[src/rtl/rx.sv]
// Receive framer: strips preamble/SFD, streams frame bytes with one byte of
// hold (so the last byte can be tagged eof), checks CRC-32 residue, length
// and error flags, and keeps ok/bad frame counters.
//
// state    | meaning
// ---------+------------------------------------------------------------
// IDLE     | waiting for rxdv; first byte must be a preamble 0x55
// PREAMBLE | inside preamble, waiting for the 0xD5 start-of-frame byte
// DATA     | frame body: emit held byte, accumulate CRC and length
// DROP     | malformed or interrupted frame, discard until rxdv falls
module rx (
    input  logic        rxclk,
    input  logic        rst,
    input  logic [7:0]  rxbyte,
    input  logic        rxdv,
    input  logic        rxerr,
    output logic [7:0]  dout,
    output logic        dout_valid,
    output logic        dout_sof,
    output logic        dout_eof,
    output logic        frame_ok,
    output logic        frame_bad,
    output logic [10:0] frame_len,
    output logic [15:0] cnt_ok,
    output logic [15:0] cnt_bad
);

    typedef enum logic [1:0] {IDLE, PREAMBLE, DATA, DROP} state_t;

    localparam logic [31:0] CRC_INIT    = 32'hFFFF_FFFF;
    localparam logic [31:0] CRC_POLY    = 32'hEDB8_8320;
    localparam logic [31:0] CRC_RESIDUE = 32'hDEBB_20E3;
    localparam logic [10:0] LEN_MAX     = 11'd2047;
    localparam logic [10:0] LEN_MIN_OK  = 11'd64;
    localparam logic [10:0] LEN_MAX_OK  = 11'd1518;

    state_t      state;
    logic [31:0] crc;
    logic [10:0] len;
    logic [7:0]  hold;
    logic        err_seen;
    logic        sof_pend;
    logic        verdict_bad;

    // Reflected CRC-32, byte folded into the low bits then shifted out LSB-first.
    function automatic logic [31:0] crc_byte(input logic [31:0] c, input logic [7:0] d);
        logic [31:0] r;
        r = c ^ {24'h0, d};
        for (int i = 0; i < 8; i++) begin
            if (r[0]) r = (r >> 1) ^ CRC_POLY;
            else      r = r >> 1;
        end
        return r;
    endfunction

    // Frame verdict from the state accumulated over the whole body.
    always_comb begin
        verdict_bad = (crc != CRC_RESIDUE) || err_seen ||
                      (len < LEN_MIN_OK) || (len > LEN_MAX_OK);
    end

    // Framing FSM with registered stream outputs, verdicts and counters.
    always_ff @(posedge rxclk or posedge rst) begin
        if (rst) begin
            state      <= IDLE;
            crc        <= 32'h0;
            len        <= 11'd0;
            hold       <= 8'h00;
            err_seen   <= 1'b0;
            sof_pend   <= 1'b0;
            dout       <= 8'h00;
            dout_valid <= 1'b0;
            dout_sof   <= 1'b0;
            dout_eof   <= 1'b0;
            frame_ok   <= 1'b0;
            frame_bad  <= 1'b0;
            frame_len  <= 11'd0;
            cnt_ok     <= 16'h0;
            cnt_bad    <= 16'h0;
        end else begin
            dout_valid <= 1'b0;
            dout_sof   <= 1'b0;
            dout_eof   <= 1'b0;
            frame_ok   <= 1'b0;
            frame_bad  <= 1'b0;
            case (state)
                IDLE: begin
                    if (rxdv) state <= (rxbyte == 8'h55) ? PREAMBLE : DROP;
                end
                PREAMBLE: begin
                    if (!rxdv) begin
                        state <= IDLE;
                    end else if (rxbyte == 8'hD5) begin
                        state    <= DATA;
                        crc      <= CRC_INIT;
                        len      <= 11'd0;
                        err_seen <= 1'b0;
                        sof_pend <= 1'b1;
                    end else if (rxbyte != 8'h55) begin
                        state <= DROP;
                    end
                end
                DATA: begin
                    if (rxdv) begin
                        // len != 0 means the hold register carries a real byte
                        if (len != 11'd0) begin
                            dout       <= hold;
                            dout_valid <= 1'b1;
                            dout_sof   <= sof_pend;
                            sof_pend   <= 1'b0;
                        end
                        hold <= rxbyte;
                        crc  <= crc_byte(crc, rxbyte);
                        if (len != LEN_MAX) len <= len + 11'd1;
                        if (rxerr) err_seen <= 1'b1;
                    end else begin
                        if (len != 11'd0) begin
                            dout       <= hold;
                            dout_valid <= 1'b1;
                            dout_sof   <= sof_pend;
                            dout_eof   <= 1'b1;
                            sof_pend   <= 1'b0;
                        end
                        if (verdict_bad) begin
                            frame_bad <= 1'b1;
                            cnt_bad   <= cnt_bad + 16'h1;
                        end else begin
                            frame_ok <= 1'b1;
                            cnt_ok   <= cnt_ok + 16'h1;
                        end
                        frame_len <= len;
                        state     <= IDLE;
                    end
                end
                DROP: begin
                    if (!rxdv) state <= IDLE;
                end
                default: state <= IDLE;
            endcase
        end
    end

endmodule

[config.mk]
export PLATFORM = sky130hd
export DESIGN_NAME = rx
export DESIGN_NICKNAME = d
export VERILOG_FILES = /design/src/rtl/rx.sv
export SDC_FILE = /design/constraint.sdc
export NUM_CORES = 1
export LEC_CHECK = 0
export CORE_ASPECT_RATIO = 1.25
export CORE_MARGIN = 2
export CORE_UTILIZATION = 45
export DETAILED_ROUTE_END_ITERATION = 6
export PLACE_DENSITY = 0.78
export SYNTH_ARGS = -nofsm -noshare
export SYNTH_HDL_FRONTEND = slang
export SYNTH_SLANG_ARGS = --single-unit
[constraint.sdc]
create_clock -name rxclk -period 7.5 [get_ports rxclk]
set_clock_uncertainty 0.05 [all_clocks]
set_input_delay 1.5 -clock rxclk [delete_from_list [all_inputs] [get_ports rxclk]]
set_output_delay 1.5 -clock rxclk [all_outputs]
set_load 0.05 [all_outputs]
# Word-level counts from Yosys, hierarchy flattened
# Index checks and enable logic that the tools add are counted.
[classes] add_sub_neg=3 n_lt_le_gt_ge=2 mul=0 n_eq_ne=17 n_bitwise=11 n_reduce_logical=17 n_div=0 mux=59 shift=0
[op_table] op="2-to-1 mux 32 bit" count=25
[op_table] op="inverter 13 -> 14 bit" count=8
[op_table] op="case mux 32 bit (2 select lines)" count=1
[op_table] op="2-to-1 mux 11 bit" count=4
[op_table] op="adder 16 x 1 -> 16 bit (second input constant)" count=2
[op_table] op="inequality test 32 bit (second input constant)" count=1
[op_table] op="XOR 32 x 8 -> 32 bit" count=1
[op_table] op="case mux 11 bit (2 select lines)" count=1
[op_table] op="2-to-1 mux 1 bit" count=19
[op_table] op="inequality test 2 bit (second input constant)" count=8
[op_table] op="2-to-1 mux 2 bit" count=6
[op_table] op="adder 11 x 1 -> 11 bit (second input constant)" count=1
[op_table] op="greater-than comparator 11 bit (second input constant)" count=1
[op_table] op="< comparator 11 x 7 -> 1 bit (second input constant)" count=1
[op_table] op="inequality test 11 bit (second input constant)" count=1
[op_table] op="nonzero test 11 bit" count=1
[op_table] op="AND reduction 5 bit" count=2
[op_table] op="AND reduction 3 bit" count=3
[op_table] op="equality test 8 x 7 -> 1 bit (second input constant)" count=1
[op_table] op="equality test 8 bit (second input constant)" count=1
[op_table] op="inequality test 8 x 7 -> 1 bit (second input constant)" count=1
[op_table] op="AND reduction 4 bit" count=2
[op_table] op="case mux 2 bit (3 select lines)" count=1
[op_table] op="AND reduction 2 bit" count=3
[op_table] op="9 further kinds" count=14
[totals] regBits=111 romBits=0 latch_bits=0 elab_cells=124 mem_count=0 ramBits=0

# Logic depth before layout (Yosys ltp)
# Gate-level depths: netlist (run 1).
[depth] ltp_word=33 ltp_mapped=8

# Worst setup path before layout (run 1)
# No wires, ideal clock.
[synth_path] path_type="in2reg" from="input rxbyte[3]" to="register len[8]" required_ns=7.318 slack_ns=4.488 setup_ns=0.132 t_arrival_ns=2.830 n_path_buf=1 stages=7 path_cell_list="nand4bb_1 > o31ai_1 > o211ai_1 > buf_2 > nor3_1 > xnor2_1 > nor2_1"
[synth_between] elab_chain_len=3
[synth_rtl] item="start, declared" line_no="14" text="input logic [7:0] rxbyte,"
[synth_rtl] item="equality test 8 bit" line_no="93" text="end else if (rxbyte == 8'hD5) begin"
[synth_rtl] item="inequality test 2 bit (no line)"
[synth_rtl] item="AND reduction 5 bit (no line)"
[synth_rtl] item="end signal, assigned" line_no="114" text="if (len != LEN_MAX) len <= len + 11'd1;"
[synth_rtl] item="end, declared" line_no="39" text="logic [10:0] len;"
# No other way between the ends.
# A chain may end at the register's enable or synchronous reset.

# Worst setup path in the final report (run 1)
[layout_path] from="input rxbyte[3]" to="register len[7]"
# Same word-level chain as after synthesis.

==> impl_metrics.tcl, run 1 <==
set metrics [dict create \
    crit_arrival_ps 4020 \
    regArea_mm2 0.002778 \
    grt_antenna_before_repair 0 \
    status "complete, no violations" \
    ys_warn_count 0 \
    mostFrequentLayoutCells "111 x dfrtp_1, 74 x nand2_1, 67 x clkdlybuf4s50_1, 57 x xnor2_1, 44 x nor2_1" \
    finalSetupViolations 0 \
    wl_mm 11.87 \
    postSynthCellCount 518 \
    powerDensity_mw_per_mm2 412.8 \
    n_antenna_cell 0 \
    numCtsBuffers 9 \
    max_freq_mhz 262.8 \
    die_area_mm2 0.01324 \
    die_h_um 128.2 \
    tns_ps 0 \
    synth-seq-cells 111 \
    viasPerCell 5.284 \
    clock_path_buffers 2 \
    final_nets 598 \
    synth_seq_area_share_pct 50.05 \
    multi_input_area_mm2 0.002669 \
    avgSynthCellArea_um2 10.71 \
    tritoncts "built" \
    stdcell_count 750 \
    routabilityCongestion 0.9197 \
    cts.sinks 111 \
    holdWs_ps 418.2 \
    worstSetupPathType "in2reg" \
    leakage_nw 2.876 \
    grt_pass1_vias 4054 \
    fp.dieW_um 103.3 \
    final.setup.worst_slack_ps 3695 \
    holdBufCountCts 0 \
    ctsRootBufferMaster "clkbuf_16" \
    via_count 3963 \
    core_mm2 0.01211 \
    dp_slack_ps 3359 \
    grt_max_degree 81 \
    final_common_cell "dfrtp_1" \
    cts_resized 0 \
    grt_pass1_wl_mm 20.10 \
    grt_usage_pct 19.36 \
    ir_worst_vdd_mv 0.2087 \
    synthArstFlopShare_pct 100.0 \
    fin_crit_sh_pct 50.73 \
    insertion_delay_ps 350 \
    crit_path_start_kind "input pin" \
    initial_core_util_pct 45.85 \
    grt_overflow 0 \
    worstMarginPinSlew_ps 1157 \
    drc_errors 0 \
    p_total_mw 2.764 \
    drt_iter0_markers 229 \
    clkTransAtPathRegs_ps 70 \
    cap_viol_max_count 0 \
    crit_required_ps 7720 \
    pin_count 68 \
    synth_edf_count 0 \
    period_minus_slack_ps 3805 \
    drive_gt1_share_pct 10.24 \
    syn_area_mm2 0.005550 \
    drtAntennaViolNets 0 \
    syn2layout_area_growth_pct 20.63 \
    rows 45 \
    hp-class "reg2reg" \
    wl_per_cell_um 15.83 \
    io_buffers 67 \
    ys.flop_type "dfrtp_1" \
    relSlewSlack_pct 22.31 \
    post_cts_buffers 0 \
    drt_pass1_iterations 4 \
    fillers 1029 \
    synth_nets 534 \
    dp_cells 735 \
    place_hpwl_mm 8.489 \
    endpoint_kind "flop" \
    path_max_fanout 15 \
    rsz0062_at_grt "no" \
    hold_viol_final 0 \
    slew_viol_final 0 \
    ctsHtreeMaxLevel 3 \
    ys_types 53 \
]
==> logic make-up after synthesis <==
logic type	after synthesis	synth area share, %
compound gates	55	6.492
buf+inv	25	2.074
flops	111	50.05
xor+xnor	105	18.94
fa+ha+maj	4	0.9017
mux	12	2.412
simple gates	206	19.14
==> final cells by class <==
cell class | instances | area share, %
Sequential cell | 111 | 41.49
Clock buffer | 9 | 3.364
Clock inverter | 6 | 1.383
Timing Repair Buffer | 70 | 10.35
Tap cell | 164 | 3.065
Inverter | 8 | 0.4859
Multi-Input combinational cell | 382 | 39.86
==> cell usage after synthesis, types with 2 or more instances <==
cell type    n  area [um2]
dfrtp_1    111        2778
nand2_1     74       277.8
xnor2_1     57       499.2
nor2_1      45       168.9
xor2_1      35       306.5
a21oi_1     26       130.1
nand4_1     15       93.84
nor3_1      15       75.07
clkbuf_1    12       45.04
and3_1      10       62.56
mux2_2      10       112.6
nand3_1      8       40.04
xnor2_2      8       130.1
inv_1        7       26.28
o21ai_1      7       35.03
or3_1        6       37.54
nor4_2       5       62.56
ha_1         4       50.05
o21ai_0      4       20.02
o22a_1       4       35.03
a31oi_1      3       18.77
nand4bb_1    3       33.78
nor3_2       3       30.03
or4_1        3       22.52
xnor2_4      3       82.58
and2_1       2       12.51
and4_1       2       17.52
and4b_1      2       20.02
buf_2        2       10.01
buf_6        2       22.52
nand2b_1     2       12.51
nand4b_1     2       17.52
nor2b_1      2       12.51
nor4bb_1     2       20.02
o211ai_1     2       15.01
o31ai_1      2       15.01
xor2_2       2       32.53
==> per-stage QoR <==
step	utilization [%]	instance area, um2
final	55.31	6695
after CTS	55.31	6695
after floorplan	-	5550
after global routing	55.31	6695
after detailed placement	52.68	6377
after global placement	52.68	6377
==> metal layers <==
layer / wire (um) / vias up / track usage (%)
met1: 5077 / 1993 / 24.95
met3: 357 / 17 / 3.490
met2: 6235 / 72 / 32.43
met4: 200 / 0 / 6.966
li1: - / 1881 / -
met5: 0 / - / 0
==> sequential cells by signal, summed over array words and instances (netlist names), 2 cells and up <==
register	cells
frame_len	11
cnt_ok	16
hold	8
crc	32
cnt_bad	16
dout	8
state	2
len	11
==> power by group <==
part | leakage [nW] | internal (mW) | total, mW | switching [mW]
registers | 1.40 | 0.744 | 0.907 | 0.163
clock network | 0.149 | 0.293 | 0.515 | 0.221
logic | 1.32 | 0.612 | 1.34 | 0.731
total | 2.88 | 1.65 | 2.76 | 1.11
==> worst paths after layout <==
kind,start,to,slack [ps],cells after the start
min in group asynchronous,rst,dout_sof,1440,2
max reg2reg,len[6],cnt_bad[15],4870,6
min,cnt_ok[15],cnt_ok[15],420,1
max,rxbyte[3],len[7],3690,6
max in group asynchronous,rst,crc[21],4620,3
min reg2reg,cnt_ok[15],cnt_ok[15],420,1
==> critical path, stage by stage <==
cell,delay (ps)
clkdlybuf4s50_1,520
nand4bb_1,400
o31ai_1,460
o211ai_1,480
or3_1,500
a21oi_1,160
Power figures use the tool's default switching activity.
==> run 2, diff against run 1 <==
Settings changed: PLACE_DENSITY 0.78 to 0.8.
Clock period 7.5 ns to 3.36 ns, I/O delays scaled along.
==> impl_metrics.tcl, run 2 (same netlist as run 1, synthesis figures left out) <==
set metrics [dict create \
    status "complete, no violations" \
    drt_pass1_iterations 4 \
    worstRegToRegCells 6 \
    crit_path_start_kind "input pin" \
    grt_usage_pct 19.91 \
    grt_overflow 0 \
    r2r-start "crc[2]" \
    clkTransAtPathRegs_ps 80 \
    grt_pass1_vias 4098 \
    regToRegEndpoint "cnt_ok[15]" \
    clock_path_buffers 2 \
    grt_pass1_wl_mm 20.52 \
    wl_mm 12.10 \
    cts.sinks 111 \
    crit_arrival_ps 2880 \
    ctsHtreeMaxLevel 3 \
    p_sw_share_pct 40.73 \
    die_area_mm2 0.01324 \
    n_antenna_cell 0 \
    tns_ps 0 \
    routabilityCongestion 0.8515 \
    max_freq_mhz 377.5 \
    cp-endpoint "len[9]" \
    crit_required_ps 3590 \
    finalSetupViolations 0 \
    power_frac_clock_pct 18.4 \
    top_register "crc" \
    syn2layout_area_growth_pct 22.07 \
    max_stage_delay_ps 520 \
    numCtsBuffers 9 \
    post_cts_buffers 0 \
    endpoint_kind "flop" \
    grt_antenna_before_repair 0 \
    ir_worst_vdd_mv 0.6798 \
    p_seq_share_pct 32.8 \
    switching_power_mw 2.522 \
    path_depth 7 \
    holdBufCountCts 0 \
    reg_top3 "crc x32, cnt_bad x16, cnt_ok x16" \
    period_minus_slack_ps 2649 \
    insertion_delay_ps 360 \
    hp-class "reg2reg" \
    viasPerCell 5.368 \
    leakage_nw 2.925 \
    io_buffers 67 \
    critPathSlowestCell "clkdlybuf4s50_1" \
    hold_viol_final 0 \
    drive_gt1_share_pct 11.74 \
    combPwrFrac_pct 48.8 \
    via_count 4080 \
    fp.dieW_um 103.3 \
    crit_family "compound AO/OA/AOI/OAI gates" \
    drc_errors 0 \
    rsz0062_at_grt "no" \
    mostFrequentLayoutCells "111 x dfrtp_1, 74 x nand2_1, 67 x clkdlybuf4s50_1, 57 x xnor2_1, 44 x nor2_1" \
    path_max_fanout 15 \
    initial_core_util_pct 45.85 \
    place_hpwl_mm 8.727 \
    r2r_slack_ps 870 \
    largest_reg_flops 32 \
    ctsRootBufferMaster "clkbuf_16" \
    final_nets 607 \
    cp-startpoint "rxbyte[3]" \
    fin_area_mm2 0.006775 \
    rows 45 \
    stdcell_count 760 \
    fin_crit_sh_pct 78.84 \
    utilization_pct 55.97 \
    worstMarginPinSlew_ps 679.0 \
    path_cells "clkdlybuf4s50_1 -> nand4bb_1 -> o31ai_1 -> o211ai_1 -> buf_4 -> or3_1 -> a21oi_1" \
    final_common_cell "dfrtp_1" \
    core_mm2 0.01211 \
    powerDensity_mw_per_mm2 913.8 \
    cts_resized 0 \
    path_buf_inv 2 \
    drtAntennaViolNets 0 \
    p_int_mw 3.669 \
    drt_iter0_markers 220 \
    die_h_um 128.2 \
    wl_per_cell_um 15.92 \
    pin_count 68 \
    dp_cells 744 \
    relSlewSlack_pct 54.63 \
    worstSetupPathType "in2reg" \
    grt_max_degree 112 \
    cap_viol_max_count 0 \
    tritoncts "built" \
    slew_viol_final 0 \
    placed_cell_area_mm2 0.006450 \
]
run 2: power by group through the flow:
| stage | Clock [mW] | Combinational (mW) | Sequential, mW |
|---|---|---|---|
| 2_1_floorplan | 0 | 2.12 | 2.26 |
| 3_3_place_gp | 0 | 2.95 | 2.03 |
| 3_5_place_dp | 0 | 3.01 | 2.05 |
| 4_1_cts | 1.17 | 3.03 | 2.03 |
| 5_1_grt | 1.22 | 3.27 | 2.08 |
| 6_report | 1.14 | 3.02 | 2.03 |
run 2: per-layer routing:
layer  share of wire (%)  routed length, um  vias to the layer above  GRT usage, %
met5                   0                  0                        -             0
met4                 2.0                242                        0         8.050
met3                 3.1                379                       19         2.236
met2                  53               6373                      101         33.84
met1                  42               5101                     2045         25.67
li1                    -                  -                     1915             -
run 2: final cells by class:
cell class              instances  area [um2]
repair buffers                 79       773.2
clock buffers                  10       239.0
fillers                      1048        5330
flip-flops and latches        111        2778
inverters                       8       33.78
well taps                     164       205.2
clock inverters                 6       86.33
multi-input cells             382        2660
run 2: per-stage QoR:
| stage | total power [mW] | hold slack (ps) | setup slack, ps |
|---|---|---|---|
| final | 6.191 | 414.6 | 711.0 |
| after global routing | 6.567 | 447.7 | 515.7 |
| after CTS | 6.232 | 421.9 | 745.2 |
| after detailed placement | 5.060 | 411.8 | 372.0 |
| after global placement | 4.986 | 408.0 | 448.2 |
| after floorplan | 4.384 | 388.6 | 1176 |
run 2: how the worst min path moves through the flow:
stage / start / endpoint / slack [ps] / cells past startpoint
after floorplan: hold[0] / dout[0] / 390 / 2
after global placement: hold[7] / dout[7] / 410 / 2
after detailed placement: cnt_ok[15] / cnt_ok[15] / 410 / 1
after CTS: cnt_ok[15] / cnt_ok[15] / 420 / 1
after global routing: cnt_ok[15] / cnt_ok[15] / 450 / 1
final: cnt_ok[15] / cnt_ok[15] / 410 / 1
==> run 3, diff against run 2 <==
Clock period 3.36 ns to 2.2 ns, I/O delays scaled along.
==> impl_metrics.tcl, run 3 (same netlist as run 1, synthesis figures left out) <==
set metrics [dict create \
    pin_count 68 \
    grt.busiest_layer "met2" \
    tritoncts "built" \
    worstRegToRegCells 7 \
    grt_usage_pct 22.48 \
    ctsRootBufferMaster "clkbuf_16" \
    met2_usage_pct 40.34 \
    crit_path_start_kind "flop" \
    syn2layout_area_growth_pct 41.50 \
    worstMarginPinSlew_ps 551.6 \
    place_hpwl_mm 10.06 \
    final_nets 712 \
    numCtsBuffers 9 \
    mostFrequentLayoutCells "111 x dfrtp_1, 105 x buf_4, 73 x nand2_1, 64 x clkdlybuf4s50_1, 55 x xnor2_1" \
    fin_crit_sh_pct 101.1 \
    grt_overflow 0 \
    status "complete, but fails checks" \
    io_buffers 67 \
    relSlewSlack_pct 63.11 \
    violations "setup timing" \
    hold_viol_final 0 \
    holdWs_ps 374.1 \
    tns_ps -168.1 \
    rows 45 \
    ir_worst_vdd_mv 0.8419 \
    final.setup.worst_slack_ps -24.06 \
    dp_cells 837 \
    grt_antenna_before_repair 0 \
    top_register "crc" \
    reg_top3 "crc x32, cnt_bad x16, cnt_ok x16" \
    wl_mm 14.21 \
    cts.sinks 111 \
    grt_max_degree 39 \
    leakage_nw 3.614 \
    drive_gt1_share_pct 27.67 \
    rsz0062_at_grt "yes" \
    die_h_um 128.2 \
    use_met1_pct 26.21 \
    grt_pass1_vias 4616 \
    min_path_cells 3 \
    initial_core_util_pct 45.85 \
    viasPerCell 5.288 \
    fp.dieW_um 103.3 \
    endpoint_kind "flop" \
    worstSetupPathType "reg2reg" \
    final_common_cell "dfrtp_1" \
    routabilityCongestion 0.9436 \
    cap_viol_max_count 0 \
    insertion_delay_ps 360 \
    via_count 4574 \
    path_max_fanout 5 \
    clock_path_buffers 2 \
    max_freq_mhz 449.6 \
    n_antenna_cell 0 \
    fillers 886 \
    drt_iter0_markers 249 \
    wl_per_cell_um 16.43 \
    holdBufCountCts 0 \
    utilization_pct 64.88 \
    finalSetupViolations 10 \
    stdcell_count 865 \
    met3_usage_pct 2.999 \
    crit_arrival_ps 2420 \
    powerDensity_mw_per_mm2 1392 \
    drtAntennaViolNets 0 \
    core_mm2 0.01211 \
    grt_pass1_wl_mm 22.84 \
    period_minus_slack_ps 2224 \
    drc_errors 0 \
    clkTransAtPathRegs_ps 70 \
    slew_viol_final 0 \
    ctsHtreeMaxLevel 3 \
    crit_required_ps 2390 \
    drt_pass1_iterations 6 \
    largest_reg_flops 32 \
    die_area_mm2 0.01324 \
    hp-class "in2reg" \
]
## run 3: changes by cell type in the layout (fill, tap and decap cells not counted), sizes merged
cell           previous run  this run
buf                      12       116
clkdlybuf4s50            67        64
dlymetal6s2s              0         3
clkbuf                   10        12
inv                      10         8
bufinv                    1         2
clkinv                    2         1
nand2                    75        76
## run 3: path summary, 6_finish.rpt
| kind | end | startpoint | slack (ps) |
|---|---|---|---|
| min reg2reg | dout[7] | hold[7] | 420 |
| max | cnt_bad[9] | crc[29] | -20 |
| max in group asynchronous | dout[0] | rst | 1100 |
| max reg2reg | cnt_bad[9] | crc[29] | -20 |
| min in group asynchronous | cnt_bad[15] | rst | 400 |
| min | hold[0] | rxbyte[0] | 370 |
## run 3: critical path: stages (launching register included)
cell	delay, ps
dfrtp_1	370
nand4bb_1	190
or4_4	540
a2111oi_4	340
buf_4	180
nand4b_1	220
nor2_1	80
xor2_1	140
## run 3: metal layers
layer | vias to the layer above | routed length, um
met4 | 0 | 459
met3 | 31 | 600
met2 | 140 | 7647
met1 | 2285 | 5501
met5 | - | 0
li1 | 2118 | -
## run 3: per-stage QoR
stage               setup WS, ps  total power [mW]  area (um2)
floorplan                  112.6             6.696        5554
global placement          -262.5             8.774        7198
detailed placement        -315.5             8.934        7198
CTS                       -56.33             10.86        7720
global route              -119.8             11.54        7854
finish                    -24.06             10.93        7854
## run 3: area by class of cell
cell class	count	area [um2]	share of cell area, %
clock buffers	12	266.5	3.393
clock inverters	4	73.82	0.9399
inverters	8	33.78	0.4301
multi-input cells	383	2863	36.45
flip-flops and latches	111	2778	35.37
well taps	164	205.2	2.613
repair buffers	183	1634	20.81
## run 3: where the power goes
group,leakage (nW),internal [mW],switching (mW)
sequential,1.40,2.54,0.367
combinational,2.04,3.12,3.06
clock,0.169,1.09,0.752
total,3.61,6.75,4.18
## run 3: repair_timing
| action | 4_1_cts | 5_1_grt |
|---|---|---|
| cloned | 1 | 1 |
| pin swaps | 8 | 9 |
| endpoints found under the setup margin | 32 | 37 |
| gates resized for setup | 21 | 23 |
| setup buffers | 6 | 4 |
